## src/rtl/dh_ctrl_pkg.sv

```systemverilog
// Shared types and constants for the key-exchange acceptance controller.
// The status words are ASCII "ACCEPT" and "REJECT", MSB-first.
package dh_ctrl_pkg;

  typedef enum logic [1:0] {
    IDLE   = 2'd0,
    CHECK  = 2'd1,
    ACCEPT = 2'd2,
    REJECT = 2'd3
  } dh_state_e;

  localparam int unsigned MSG_BASE_W = 48;
  localparam logic [47:0] MSG_ACCEPT = 48'h414343455054;
  localparam logic [47:0] MSG_REJECT = 48'h52454A454354;

  // Counter width able to hold values 0..n-1, never narrower than one bit.
  function automatic int unsigned cnt_w(input int unsigned n);
    return (n <= 1) ? 1 : $clog2(n);
  endfunction

  function automatic int unsigned stage_w(input int unsigned num_checks);
    return cnt_w(num_checks);
  endfunction

  function automatic int unsigned retry_w(input int unsigned max_retries);
    return cnt_w(max_retries + 1);
  endfunction

endpackage

```

## src/rtl/dh_stage_timer.sv

```systemverilog
// Per-stage cycle counter: saturating, synchronous clear, and an expired flag
// raised on the last permitted cycle of a stage (never raised when timeout is 0).
module dh_stage_timer
  import dh_ctrl_pkg::*;
#(
  parameter int unsigned TIMEOUT_CYCLES = 256
) (
  input  logic clk,
  input  logic rst,
  input  logic clr_i,
  input  logic en_i,
  output logic expired_o
);

  localparam int unsigned TW = cnt_w(TIMEOUT_CYCLES + 1);

  logic [TW-1:0] cnt_q, cnt_d;

  always_comb begin
    cnt_d = cnt_q;
    if (clr_i) begin
      cnt_d = '0;
    end else if (en_i && (cnt_q != {TW{1'b1}})) begin
      cnt_d = cnt_q + 1'b1;
    end
  end

  always_ff @(posedge clk or negedge rst) begin
    if (!rst) begin
      cnt_q <= '0;
    end else begin
      cnt_q <= cnt_d;
    end
  end

  generate
    if (TIMEOUT_CYCLES == 0) begin : g_no_timeout
      assign expired_o = 1'b0;
    end else begin : g_timeout
      assign expired_o = (cnt_q == TW'(TIMEOUT_CYCLES - 1));
    end
  endgenerate

endmodule

```

## src/rtl/dh_handshake_ctrl.sv

```systemverilog
// Sequences NUM_CHECKS ordered verification stages with per-stage timeout and
// bounded retry, then reports ACCEPT/REJECT as an ASCII status word plus strobes.
module dh_handshake_ctrl
  import dh_ctrl_pkg::*;
#(
  parameter int unsigned NUM_CHECKS     = 2,
  parameter int unsigned TIMEOUT_CYCLES = 256,
  parameter int unsigned MAX_RETRIES    = 3,
  parameter int unsigned MSG_W          = 48,
  localparam int unsigned SW = stage_w(NUM_CHECKS),
  localparam int unsigned RW = retry_w(MAX_RETRIES)
) (
  input  logic                  clk,
  input  logic                  rst,
  input  logic                  start,
  input  logic [NUM_CHECKS-1:0] check_ok,
  input  logic                  check_fail,
  input  logic                  key_hold,
  input  logic                  rej_ack,
  input  logic                  abort,
  output logic [MSG_W-1:0]      status_msg,
  output logic                  busy,
  output logic                  done,
  output logic [SW-1:0]         stage,
  output logic [RW-1:0]         retry_cnt,
  output logic [1:0]            dbg_state
);

  localparam logic [1:0] S_IDLE   = IDLE;
  localparam logic [1:0] S_CHECK  = CHECK;
  localparam logic [1:0] S_ACCEPT = ACCEPT;
  localparam logic [1:0] S_REJECT = REJECT;

  generate
    if (MSG_W < MSG_BASE_W) begin : g_bad_msg_w
      $error("dh_handshake_ctrl: MSG_W must be at least 48");
    end
    if (NUM_CHECKS < 1) begin : g_bad_num_checks
      $error("dh_handshake_ctrl: NUM_CHECKS must be at least 1");
    end
  endgenerate

  logic [1:0]    state_q, state_d;
  logic [SW-1:0] stage_q, stage_d;
  logic [RW-1:0] retry_q, retry_d;
  logic          done_q, done_d;
  logic          tmr_clr, tmr_en, tmr_expired;
  logic          fail_ev, ok_cur, last_stage;

  assign fail_ev    = check_fail || tmr_expired;
  assign ok_cur     = check_ok[stage_q];
  assign last_stage = (stage_q == SW'(NUM_CHECKS - 1));

  // Priority inside CHECK: abort, then fail (explicit or timeout), then stage ok.
  always_comb begin
    state_d = state_q;
    stage_d = stage_q;
    retry_d = retry_q;
    tmr_clr = (state_q != S_CHECK);
    tmr_en  = 1'b0;
    case (state_q)
      S_IDLE: begin
        if (start) begin
          state_d = S_CHECK;
          stage_d = '0;
          retry_d = '0;
        end
      end
      S_CHECK: begin
        if (abort) begin
          state_d = S_IDLE;
          stage_d = '0;
          retry_d = '0;
          tmr_clr = 1'b1;
        end else if (fail_ev) begin
          tmr_clr = 1'b1;
          if (retry_q < RW'(MAX_RETRIES)) begin
            stage_d = '0;
            retry_d = retry_q + 1'b1;
          end else begin
            state_d = S_REJECT;
          end
        end else if (ok_cur) begin
          tmr_clr = 1'b1;
          if (last_stage) begin
            state_d = S_ACCEPT;
          end else begin
            stage_d = stage_q + 1'b1;
          end
        end else begin
          tmr_en = 1'b1;
        end
      end
      S_ACCEPT: begin
        if (abort || !key_hold) begin
          state_d = S_IDLE;
          stage_d = '0;
          retry_d = '0;
        end
      end
      default: begin
        if (abort || rej_ack) begin
          state_d = S_IDLE;
          stage_d = '0;
          retry_d = '0;
        end
      end
    endcase
  end

  assign done_d = (state_q == S_CHECK) &&
                  ((state_d == S_ACCEPT) || (state_d == S_REJECT));

  always_ff @(posedge clk or negedge rst) begin
    if (!rst) begin
      state_q <= S_IDLE;
      stage_q <= '0;
      retry_q <= '0;
      done_q  <= 1'b0;
    end else begin
      state_q <= state_d;
      stage_q <= stage_d;
      retry_q <= retry_d;
      done_q  <= done_d;
    end
  end

  dh_stage_timer #(
    .TIMEOUT_CYCLES(TIMEOUT_CYCLES)
  ) u_timer (
    .clk       (clk),
    .rst       (rst),
    .clr_i     (tmr_clr),
    .en_i      (tmr_en),
    .expired_o (tmr_expired)
  );

  always_comb begin
    case (state_q)
      S_ACCEPT: status_msg = MSG_W'(MSG_ACCEPT);
      S_REJECT: status_msg = MSG_W'(MSG_REJECT);
      default:  status_msg = '0;
    endcase
  end

  assign busy      = (state_q == S_CHECK);
  assign done      = done_q;
  assign stage     = stage_q;
  assign retry_cnt = retry_q;
  assign dbg_state = state_q;

endmodule

```

## config.mk

```make
export PLATFORM = sky130hd
export DESIGN_NAME = dh_handshake_ctrl
export DESIGN_NICKNAME = d
export VERILOG_FILES = /design/src/rtl/dh_ctrl_pkg.sv /design/src/rtl/dh_stage_timer.sv /design/src/rtl/dh_handshake_ctrl.sv
export SDC_FILE = /design/constraint.sdc
export NUM_CORES = 1
export LEC_CHECK = 0
export CAP_MARGIN = 0
export CORE_MARGIN = 3
export CORE_UTILIZATION = 36
export DETAILED_ROUTE_END_ITERATION = 6
export MAX_ROUTING_LAYER = met4
export PLACE_DENSITY = 0.77
export SYNTH_ARGS = -nofsm -noshare
export SYNTH_HDL_FRONTEND = slang
export SYNTH_HIERARCHICAL = 1
export SYNTH_SLANG_ARGS = --single-unit
```

## constraint.sdc

```tcl
create_clock -name clk -period 2.4 [get_ports clk]
set_input_delay 0.6 -clock clk [delete_from_list [all_inputs] [get_ports clk]]
set_output_delay 0.6 -clock clk [all_outputs]
set_load 0.02 [all_outputs]
```

After elaboration in Yosys (flattened, before gate mapping)

Cells that the tools add are included.

Register bits: 15
Input bits: 9
Output and inout bits: 55
Word-level logic and storage cells: 74

Multiplexer cells: 38
Reduce and logical (&&, ||, !) cells: 12
Order comparisons: 2
Eq/ne operators: 14
$add $sub $neg: 3

Operator list:

| kind                                                                         | count |
|---|---|
| 47-bit one-hot mux with 2 select lines                                       | 1 |
| 2-bit 2-to-1 mux                                                             | 14 |
| 1-bit 2-to-1 mux                                                             | 18 |
| 9-bit 2-to-1 mux                                                             | 2 |
| 2-bit one-hot mux with 3 select lines                                        | 2 |
| 5-bit AND reduction                                                          | 2 |
| 9-bit by 1-bit adder with 9-bit output, second input constant                | 1 |
| 9-bit by 8-bit equality test with 1-bit output, second input constant        | 1 |
| 9-bit != test, second input constant                                         | 1 |
| 2-bit equality test, second input constant                                   | 4 |
| 3-bit by 2-bit != test with 1-bit output, second input constant              | 2 |
| 1-bit logical OR                                                             | 4 |
| 2-bit != test, second input constant                                         | 2 |
| 4-bit by 2-bit != test with 1-bit output, second input constant              | 1 |
| 4-bit by 3-bit != test with 1-bit output, second input constant              | 1 |
| 4-bit nonzero test                                                           | 1 |
| 1-bit one-hot mux with 3 select lines                                        | 1 |
| 2-bit by 1-bit adder with 2-bit output, second input constant                | 1 |
| 2-bit by 1-bit equality test with 1-bit output, second input constant        | 1 |
| 1-bit logical AND                                                            | 2 |
| 2-bit zero test                                                              | 1 |
| 1-bit by 2-bit less-than comparator with 1-bit output, second input constant | 1 |
| 2-bit less-than comparator, second input constant                            | 1 |
| 2-bit by 1-bit != test with 1-bit output, second input constant              | 1 |
| other kinds (3)                                                              | 3 |

Logic depth before layout (Yosys ltp)

Gate-level depths: netlist of run 1.

Depth after elaboration: 9
Mapped depth: 11
Mapped depth without buffers: 11

Modules after synthesis

The synthesis of run 1 kept the hierarchy.

By module, submodules not included:

| module            | instances | cells an instance | seq. area each (µm²) | area each (µm²) |
|---|---|---|---|---|
| dh_handshake_ctrl | 1         | 91                | 150.1                | 765.7 |
| dh_stage_timer    | 1         | 48                | 225.2                | 478.0 |

Least setup slack after synthesis of run 1

OpenSTA, ideal clock, no wires.

Path kind: flip-flop to flip-flop
From: reg u_timer.cnt_q[0]
To: reg u_timer.cnt_q[5]
Arrival time: 2292 ps
Setup time: 78 ps
Stages on the path, launching flop included: 12
Clock period less this slack: 2370 ps
Setup slack: 30 ps
Buffers on the path: 0
Required time: 2322 ps
Cells stage by stage: dfrtp_1 > ha_1 > nand3_1 > nor2_1 > ha_1 > nor2_1 > a21boi_0 > nand3_1 > inv_1 > nand4b_1 > or4_1 > a21oi_1

Elaborated cells between the ends (all ways): 14
Those cells by class: 1 x add/sub; 2 x eq/ne; 8 x mux; 3 x reduce/logical

RTL lines:

| element                                                       | RTL line                | source |
|---|---|---|
| start, declared                                               | dh_stage_timer.sv:17    | `logic [TW-1:0] cnt_q, cnt_d;` |
| start signal, assigned                                        | dh_stage_timer.sv:32    | `cnt_q <= cnt_d;` |
| 9-bit by 8-bit equality test with 1-bit output (*)            | dh_stage_timer.sv:40    | `assign expired_o = (cnt_q == TW'(TIMEOUT_CYCLES - 1));` |
| net tmr_expired                                               | dh_handshake_ctrl.sv:47 | `logic tmr_clr, tmr_en, tmr_expired;` |
| 1-bit logical OR (*)                                          | dh_handshake_ctrl.sv:50 | `assign fail_ev = check_fail \|\| tmr_expired;` |
| 1-bit 2-to-1 mux (*)                                          | dh_handshake_ctrl.sv:75 | `end else if (fail_ev) begin` |
| 1-bit 2-to-1 mux (*)                                          | dh_handshake_ctrl.sv:70 | `if (abort) begin` |
| 1-bit 2-to-1 mux (*)                                          | dh_handshake_ctrl.sv:61 | `case (state_q)` |
| net tmr_clr                                                   | dh_handshake_ctrl.sv:47 |  |
| 9-bit 2-to-1 mux / 2-bit nonzero test (equally long branches) | n/a                     |  |

The timed path passes the listed nets; every way through them passes the cells marked *. The select of a mux whose other input is x is not followed.
A chain may end at the register's enable or synchronous reset.

Worst setup path after layout of run 1

From: reg u_timer.cnt_q[0]
To: reg u_timer.cnt_q[7]

The elaborated chain is that of the path after synthesis.

==> flow_metrics.env, run 1 <==
export IMPL_status="finished clean"
export IMPL_r2r_end="u_timer/cnt_q[7]$_DFFE_PN0P_"
export IMPL_num_vias=942
export IMPL_async_flop_share=1.000
export IMPL_grt_start_max_net_pins=16
export IMPL_ff2ff_setup_slack_ns=0.05
export IMPL_die_x_um=64.78
export IMPL_rsz0062_at_grt="true"
export IMPL_worstSkewPairLatency_ns=0.29
export IMPL_hold_viol=0
export IMPL_fin_util=0.4827
export IMPL_syn_inst=139
export IMPL_wl_um=2458
export IMPL_start_util=0.3913
export IMPL_clock_root_buffer="clkbuf_4"
export IMPL_rows=20
export IMPL_design_die_area_um2=4196
export IMPL_port_buffers=37
export IMPL_dpl_hpwl_um=1865
export IMPL_endpoint_kind="flip-flop"
export IMPL_path_class="reg2reg"
export IMPL_synth_top_cells_by_count="buf_4 (45), dfrtp_1 (15), nor2_1 (7)"
export IMPL_numClockSinks=15
export IMPL_htree_levels=1
export IMPL_cts_tree="yes"
export IMPL_synth_area_leaders="dfrtp_1 (30%), buf_4 (27%), ha_1 (4.0%), a21oi_1 (2.4%), nor2_1 (2.1%)"
export IMPL_min_path_type="reg2reg"
export IMPL_antenna_found_initial=0
export IMPL_synth_most_common_cell="buf_4"
export IMPL_seq_area_frac_synth=0.3018
export IMPL_drc=0
export IMPL_final_nets=182
export IMPL_track_usage=0.1168
export IMPL_finalSetupViolCount=0
export IMPL_drv_slew=0
export IMPL_final_cells=212
export IMPL_fin_crit_ns=2.350
export IMPL_wl_per_cell_um=11.59
export IMPL_path_buf_inv=1
export IMPL_synth_edff_count=0
export IMPL_p_leak_nw=0.6949
export IMPL_whs_path_depth=1
export IMPL_gp_congestion=0.7766
export IMPL_cp_data_arrival_time_ns=2.57
export IMPL_cp_common_cell="ha_2"
export IMPL_hold_end="retry_cnt[1]$_DFFE_PN0P_"
export IMPL_max_freq_mhz=425.6
export IMPL_path_clk_slew_ns=0.09
export IMPL_critical_path_depth=11
export IMPL_firstDrtPassIters=4
export IMPL_cp_top_family="simple AND/OR/NAND/NOR gates"
export IMPL_insertedDiodeCount=0
export IMPL_grt_pass1_wl_um=3746
export IMPL_core_um2=3178
export IMPL_drt_iter0_drc=61
export IMPL_fin_crit_sh=0.9791
export IMPL_worstPathMaxFanout=5
export IMPL_cp_data_required_time_ns=2.63
export IMPL_min_delay_start="retry_cnt[1]$_DFFE_PN0P_"
export IMPL_synth_distinct_cells=38
export IMPL_holdWs_ns=0.5469
export IMPL_grt_remaining_overflow=0
export IMPL_mappedNetlistArea_um2=1244
export IMPL_max_cap_viol_count=0
export IMPL_timing_rr_start="u_timer/cnt_q[0]$_DFFE_PN0P_"
export IMPL_synth_top_area_frac=0.3018
export IMPL_drive_above_1_share=0.1607
export IMPL_syn_avg_cell_area_um2=8.947
export IMPL_peakVddDrop_v=0.0001727
export IMPL_grt_pass1_vias=829
export IMPL_slowest_delay_ns=0.55
export IMPL_dp_cells=203
export IMPL_path_cells="ha_2, nand3_1, nor2_1, ha_2, nor2_2, a21boi_2, nand3_2, inv_2, nand4b_1, or4_1, a21oi_1"
export IMPL_ios=64
export IMPL_cts_buffer_depth=2
export IMPL_area_growth_pct=23.34
export IMPL_synth_ff_type="dfrtp_1"
export IMPL_relSlewSlack=0.5250
export IMPL_power_density_nw_per_um2=440.5
export IMPL_die_h_um=64.78
export IMPL_rr_worst_depth=11
export IMPL_worstMarginPinSlew_ns=0.7103
export IMPL_cpMaxStageDelayCell="or4_1"
export IMPL_yosys_area_top_type="dfrtp_1"
export IMPL_ys_warnings_count=6
export IMPL_clock_skew_ns=0.003225
export IMPL_dpl_instance_area_um2=1448
export IMPL_ys_ff_latch=15
export IMPL_fin_area_um2=1534
export IMPL_ant_nets=0
export IMPL_vias_per_cell=4.443
export IMPL_numCtsBuffers=3
export IMPL_start_kind="flip-flop"
==> layout make-up <==
class | instances | area, µm²
fill | 322 | 1644
multi-input combinational | 94 | 589.3
timing repair buffer | 49 | 465.4
inverter | 6 | 22.52
clock buffer | 4 | 26.28
tap | 44 | 55.05
sequential | 15 | 375.4
==> cell usage in the layout (no fill, tap or decap), types with 2 or more instances in the layout <==
cell type        count
nand2_1              6
ha_1                 2
a21oi_1              6
or3_1                3
ha_2                 2
buf_4               12
dlymetal6s2s_1       2
nand2b_1             2
nand4b_1             2
conb_1              26
nor2b_1              2
o21ai_0              4
mux2i_1              2
clkbuf_4             3
clkdlybuf4s50_1     35
nor2_1               6
inv_1                5
dfrtp_1             15
or4_1                2
nand3_1              3
a22o_1               2
o31ai_1              3
==> worst max-delay path by stage <==
stage | slack, ns | from | end
after floorplan | 0.03 | u_timer/cnt_q[0]$_DFFE_PN0P_ | u_timer/cnt_q[5]$_DFFE_PN0P_
after global placement | 0.02 | check_fail | u_timer/cnt_q[7]$_DFFE_PN0P_
after detailed placement | -0.05 | check_fail | u_timer/cnt_q[5]$_DFFE_PN0P_
after global routing | -0.09 | u_timer/cnt_q[1]$_DFFE_PN0P_ | u_timer/cnt_q[7]$_DFFE_PN0P_
after CTS | 0.02 | u_timer/cnt_q[0]$_DFFE_PN0P_ | u_timer/cnt_q[7]$_DFFE_PN0P_
final | 0.05 | u_timer/cnt_q[0]$_DFFE_PN0P_ | u_timer/cnt_q[7]$_DFFE_PN0P_
==> worst reg2reg max path: stages, from the launching register on <==
cell and delay [ns]:
dfrtp_1 0.42, ha_2 0.19, nand3_1 0.08, nor2_1 0.06, ha_2 0.19, nor2_2 0.11
a21boi_2 0.20, nand3_2 0.09, inv_2 0.08, nand4b_1 0.19, or4_1 0.55, a21oi_1 0.13
==> where the power goes <==
group	internal [mW]	switching, mW	leakage, nW
combinational	0.106	0.129	0.474
sequential	0.268	0.0216	0.206
clock	0.0648	0.0864	0.0150
total	0.439	0.237	0.695
==> layer usage <==
layer / wire, µm / global-route usage
met5: 0 / -
met4: 45 / 0.05541
met3: 210 / 0.02253
met2: 1138 / 0.1724
met1: 1063 / 0.1534
==> cells by family (layout without fill, tap and decap cells) <==
logic type	count (synthesis)	after routing	share of synthesized area
simple gates	36	36	0.1801
compound gates	24	24	0.1308
buf+inv	55	59	0.3139
flops	15	15	0.3018
fa+ha+maj	4	4	0.04024
xor+xnor	2	2	0.01409
other cells	1	26	0.003015
mux	2	2	0.01610
==> registers in the layout, indices dropped and copies added, names as in the netlist <==
name	cells
retry_cnt	2
dbg_state	2
stage	1
done	1
u_timer/cnt_q	9
==> metrics by stage <==
stage	TNS [ns]	setup slack (ns)	power [mW]
finish	0	0.05012	0.6758
floorplan	0	0.03035	0.4781
CTS	0	0.01709	0.6818
global placement	0	0.02046	0.5231
global route	-0.1287	-0.08554	0.7146
detailed placement	-0.09166	-0.04640	0.5262
==> what timing repair did <==
action	4_1_cts	5_1_grt
gates resized for setup	3	8
pin swaps	0	6
buffers inserted	0	5
hold buffers	0	0
setup endpoints to repair	3	17
Note: power is estimated with default switching activity, not from simulation.
==> inputs of run 2 (changes only) <==
--- a/config.mk
+++ b/config.mk
@@ -6,11 +6,12 @@
 export NUM_CORES = 1
 export LEC_CHECK = 0
 export CAP_MARGIN = 0
+export CORE_ASPECT_RATIO = 1.75
 export CORE_MARGIN = 3
-export CORE_UTILIZATION = 36
+export CORE_UTILIZATION = 40
 export DETAILED_ROUTE_END_ITERATION = 6
 export MAX_ROUTING_LAYER = met4
-export PLACE_DENSITY = 0.77
+export PLACE_DENSITY = 0.81
 export SYNTH_ARGS = -nofsm -noshare
 export SYNTH_HDL_FRONTEND = slang
 export SYNTH_HIERARCHICAL = 1
==> constraint.sdc (replaced) <==
create_clock -name clk -period 2.5 [get_ports clk]
set_input_delay 0.625 -clock clk [delete_from_list [all_inputs] [get_ports clk]]
set_output_delay 0.625 -clock clk [all_outputs]
set_load 0.02 [all_outputs]
==> run 2 against run 1 <==
Largest power group unchanged; critical path depth fell by 9; cell count fell by 3.3%; clock skew fell by 0.00079 ns; critical endpoint is now status_msg[44]; clock-buffer cell count fell by 1.
==> flow_metrics.env, run 2 (synthesis gave the netlist of run 1 again) <==
export IMPL_status="finished clean"
export IMPL_dpl_instance_area_um2=1430
export IMPL_antenna_found_initial=0
export IMPL_cp_data_required_time_ns=1.88
export IMPL_min_delay_start="retry_cnt[0]$_DFFE_PN0P_"
export IMPL_whs_path_depth=1
export IMPL_drt_iter0_drc=15
export IMPL_port_buffers=37
export IMPL_worstSkewPairLatency_ns=0.25
export IMPL_htree_levels=1
export IMPL_fill_cells=273
export IMPL_max_freq_mhz=422.6
export IMPL_design_die_area_um2=3841
export IMPL_peakVddDrop_v=0.0002741
export IMPL_cp_data_arrival_time_ns=1.74
export IMPL_max_cap_viol_count=0
export IMPL_grt_pass1_vias=952
export IMPL_start_util=0.4201
export IMPL_drc=0
export IMPL_final_cell_mix="clkdlybuf4s50_1 (37), conb_1 (26), dfrtp_1 (15)"
export IMPL_grtUsageMet3=0.01354
export IMPL_clock_skew_ns=0.002434
export IMPL_place_ws_ns=0.03798
export IMPL_fin_util=0.5089
export IMPL_grt_busiest_layer="met2"
export IMPL_cts_tree="yes"
export IMPL_fin_area_um2=1506
export IMPL_clock_root_buffer="clkbuf_8"
export IMPL_finalSetupViolCount=0
export IMPL_ff2ff_setup_slack_ns=0.16
export IMPL_ios=64
export IMPL_final_common_cell="clkdlybuf4s50_1"
export IMPL_rsz0062_at_grt="false"
export IMPL_grt_remaining_overflow=0
export IMPL_min_path_type="reg2reg"
export IMPL_r2r_end="u_timer/cnt_q[5]$_DFFE_PN0P_"
export IMPL_fin_crit_ns=2.367
export IMPL_rows=26
export IMPL_vias_per_cell=4.688
export IMPL_wl_per_cell_um=12.59
export IMPL_slowest_delay_ns=0.65
export IMPL_cpMaxStageDelayCell="clkdlybuf4s50_1"
export IMPL_start_kind="flip-flop"
export IMPL_timing_rr_start="u_timer/cnt_q[1]$_DFFE_PN0P_"
export IMPL_setup_tns_ns=0
export IMPL_largest_reg_flops=9
export IMPL_relSlewSlack=0.5471
export IMPL_power_density_nw_per_um2=461.8
export IMPL_worstMarginPinSlew_ns=0.6772
export IMPL_die_h_um=79.77
export IMPL_rr_worst_depth=11
export IMPL_drv_slew=0
export IMPL_grt_start_max_net_pins=16
export IMPL_fin_crit_sh=0.9466
export IMPL_top_register="u_timer/cnt_q"
export IMPL_drive_above_1_share=0.1350
export IMPL_final_nets=177
export IMPL_cts_buffer_depth=2
export IMPL_gp_congestion=0.7747
export IMPL_wl_um=2581
export IMPL_p_leak_nw=0.6446
export IMPL_track_usage=0.1486
export IMPL_path_cells="and2_1, clkdlybuf4s50_1"
export IMPL_cts_hold_buf=0
export IMPL_path_class="reg2out"
export IMPL_numCtsBuffers=3
export IMPL_fin_ws_ns=0.1335
export IMPL_die_x_um=48.15
export IMPL_worstPathMaxFanout=10
export IMPL_met1_usage=0.1420
export IMPL_hold_end="retry_cnt[0]$_DFFE_PN0P_"
export IMPL_path_clk_slew_ns=0.06
export IMPL_area_growth_pct=21.13
export IMPL_numClockSinks=15
export IMPL_insertedDiodeCount=0
export IMPL_ant_nets=0
export IMPL_grt_pass1_wl_um=4057
export IMPL_grt_met2_usage=0.2670
export IMPL_core_um2=2960
export IMPL_firstDrtPassIters=4
export IMPL_hold_viol=0
export IMPL_dpl_hpwl_um=2054
export IMPL_num_vias=961
export IMPL_endpoint_kind="output port"
run 2: cell count changes in the layout (fill, tap and decap cells not counted), moves of 2 or more:
cell	before	now
dlymetal6s2s_1	2	0
clkbuf_4	3	0
clkdlybuf4s50_1	35	37
clkbuf_8	0	3
buf_4	12	7
run 2: how the worst max path moves through the flow:
stage / from / to / slack (ns) / depth (start not counted)
6_report: dbg_state[1]$_DFF_PN0_ / status_msg[44] / 0.13 / 2
5_1_grt: u_timer/cnt_q[0]$_DFFE_PN0P_ / u_timer/cnt_q[5]$_DFFE_PN0P_ / 0.02 / 11
4_1_cts: u_timer/cnt_q[0]$_DFFE_PN0P_ / u_timer/cnt_q[5]$_DFFE_PN0P_ / 0.07 / 11
3_5_place_dp: check_fail / u_timer/cnt_q[5]$_DFFE_PN0P_ / 0.04 / 8
3_3_place_gp: check_fail / u_timer/cnt_q[5]$_DFFE_PN0P_ / 0.16 / 8
2_1_floorplan: u_timer/cnt_q[0]$_DFFE_PN0P_ / u_timer/cnt_q[5]$_DFFE_PN0P_ / 0.13 / 11
run 2: critical path, delay by kind of cell (launching register included):
family                 cells  cell delay (ns)
buffers and inverters      1             0.65
flip-flops                 1             0.54
AND/OR/NAND/NOR            1             0.30
run 2: repair_timing:
item                       4_1_cts  5_1_grt
setup buffers                    0        2
gates resized for setup          0        7
setup endpoints to repair        0        7
run 2: report_power, final:
| group | total (mW) | internal (mW) | switching, mW |
|---|---|---|---|
| registers | 0.281 | 0.258 | 0.0226 |
| clock network | 0.194 | 0.110 | 0.0840 |
| logic | 0.221 | 0.0997 | 0.121 |
| total | 0.696 | 0.468 | 0.228 |
run 2: per-stage QoR:
step                      std cells  hold slack [ns]  power, mW
after CTS                       203           0.5743     0.7001
after detailed placement        199           0.5572     0.5037
after global routing            205           0.6009     0.7311
after floorplan                 164           0.3294     0.4590
final                           205           0.5796     0.6957
after global placement          199           0.5276     0.4965
run 2: cell type report:
class	instances	area, µm²	share of cell area
Clock buffer	3	41.29	0.02741
Timing Repair Buffer	44	422.9	0.2807
Tap cell	42	52.55	0.03488
Multi-Input combinational cell	94	586.8	0.3895
Sequential cell	15	375.4	0.2492
Clock inverter	1	5.005	0.003322
Inverter	6	22.52	0.01495
run 2: layer usage:
metal  up-vias  part of all wire  wire length (µm)
li1        448                 -                 -
met1       448              0.35               913
met2        61              0.56              1441
met3         4             0.070               180
met4         0             0.018                46
met5         -                 0                 0
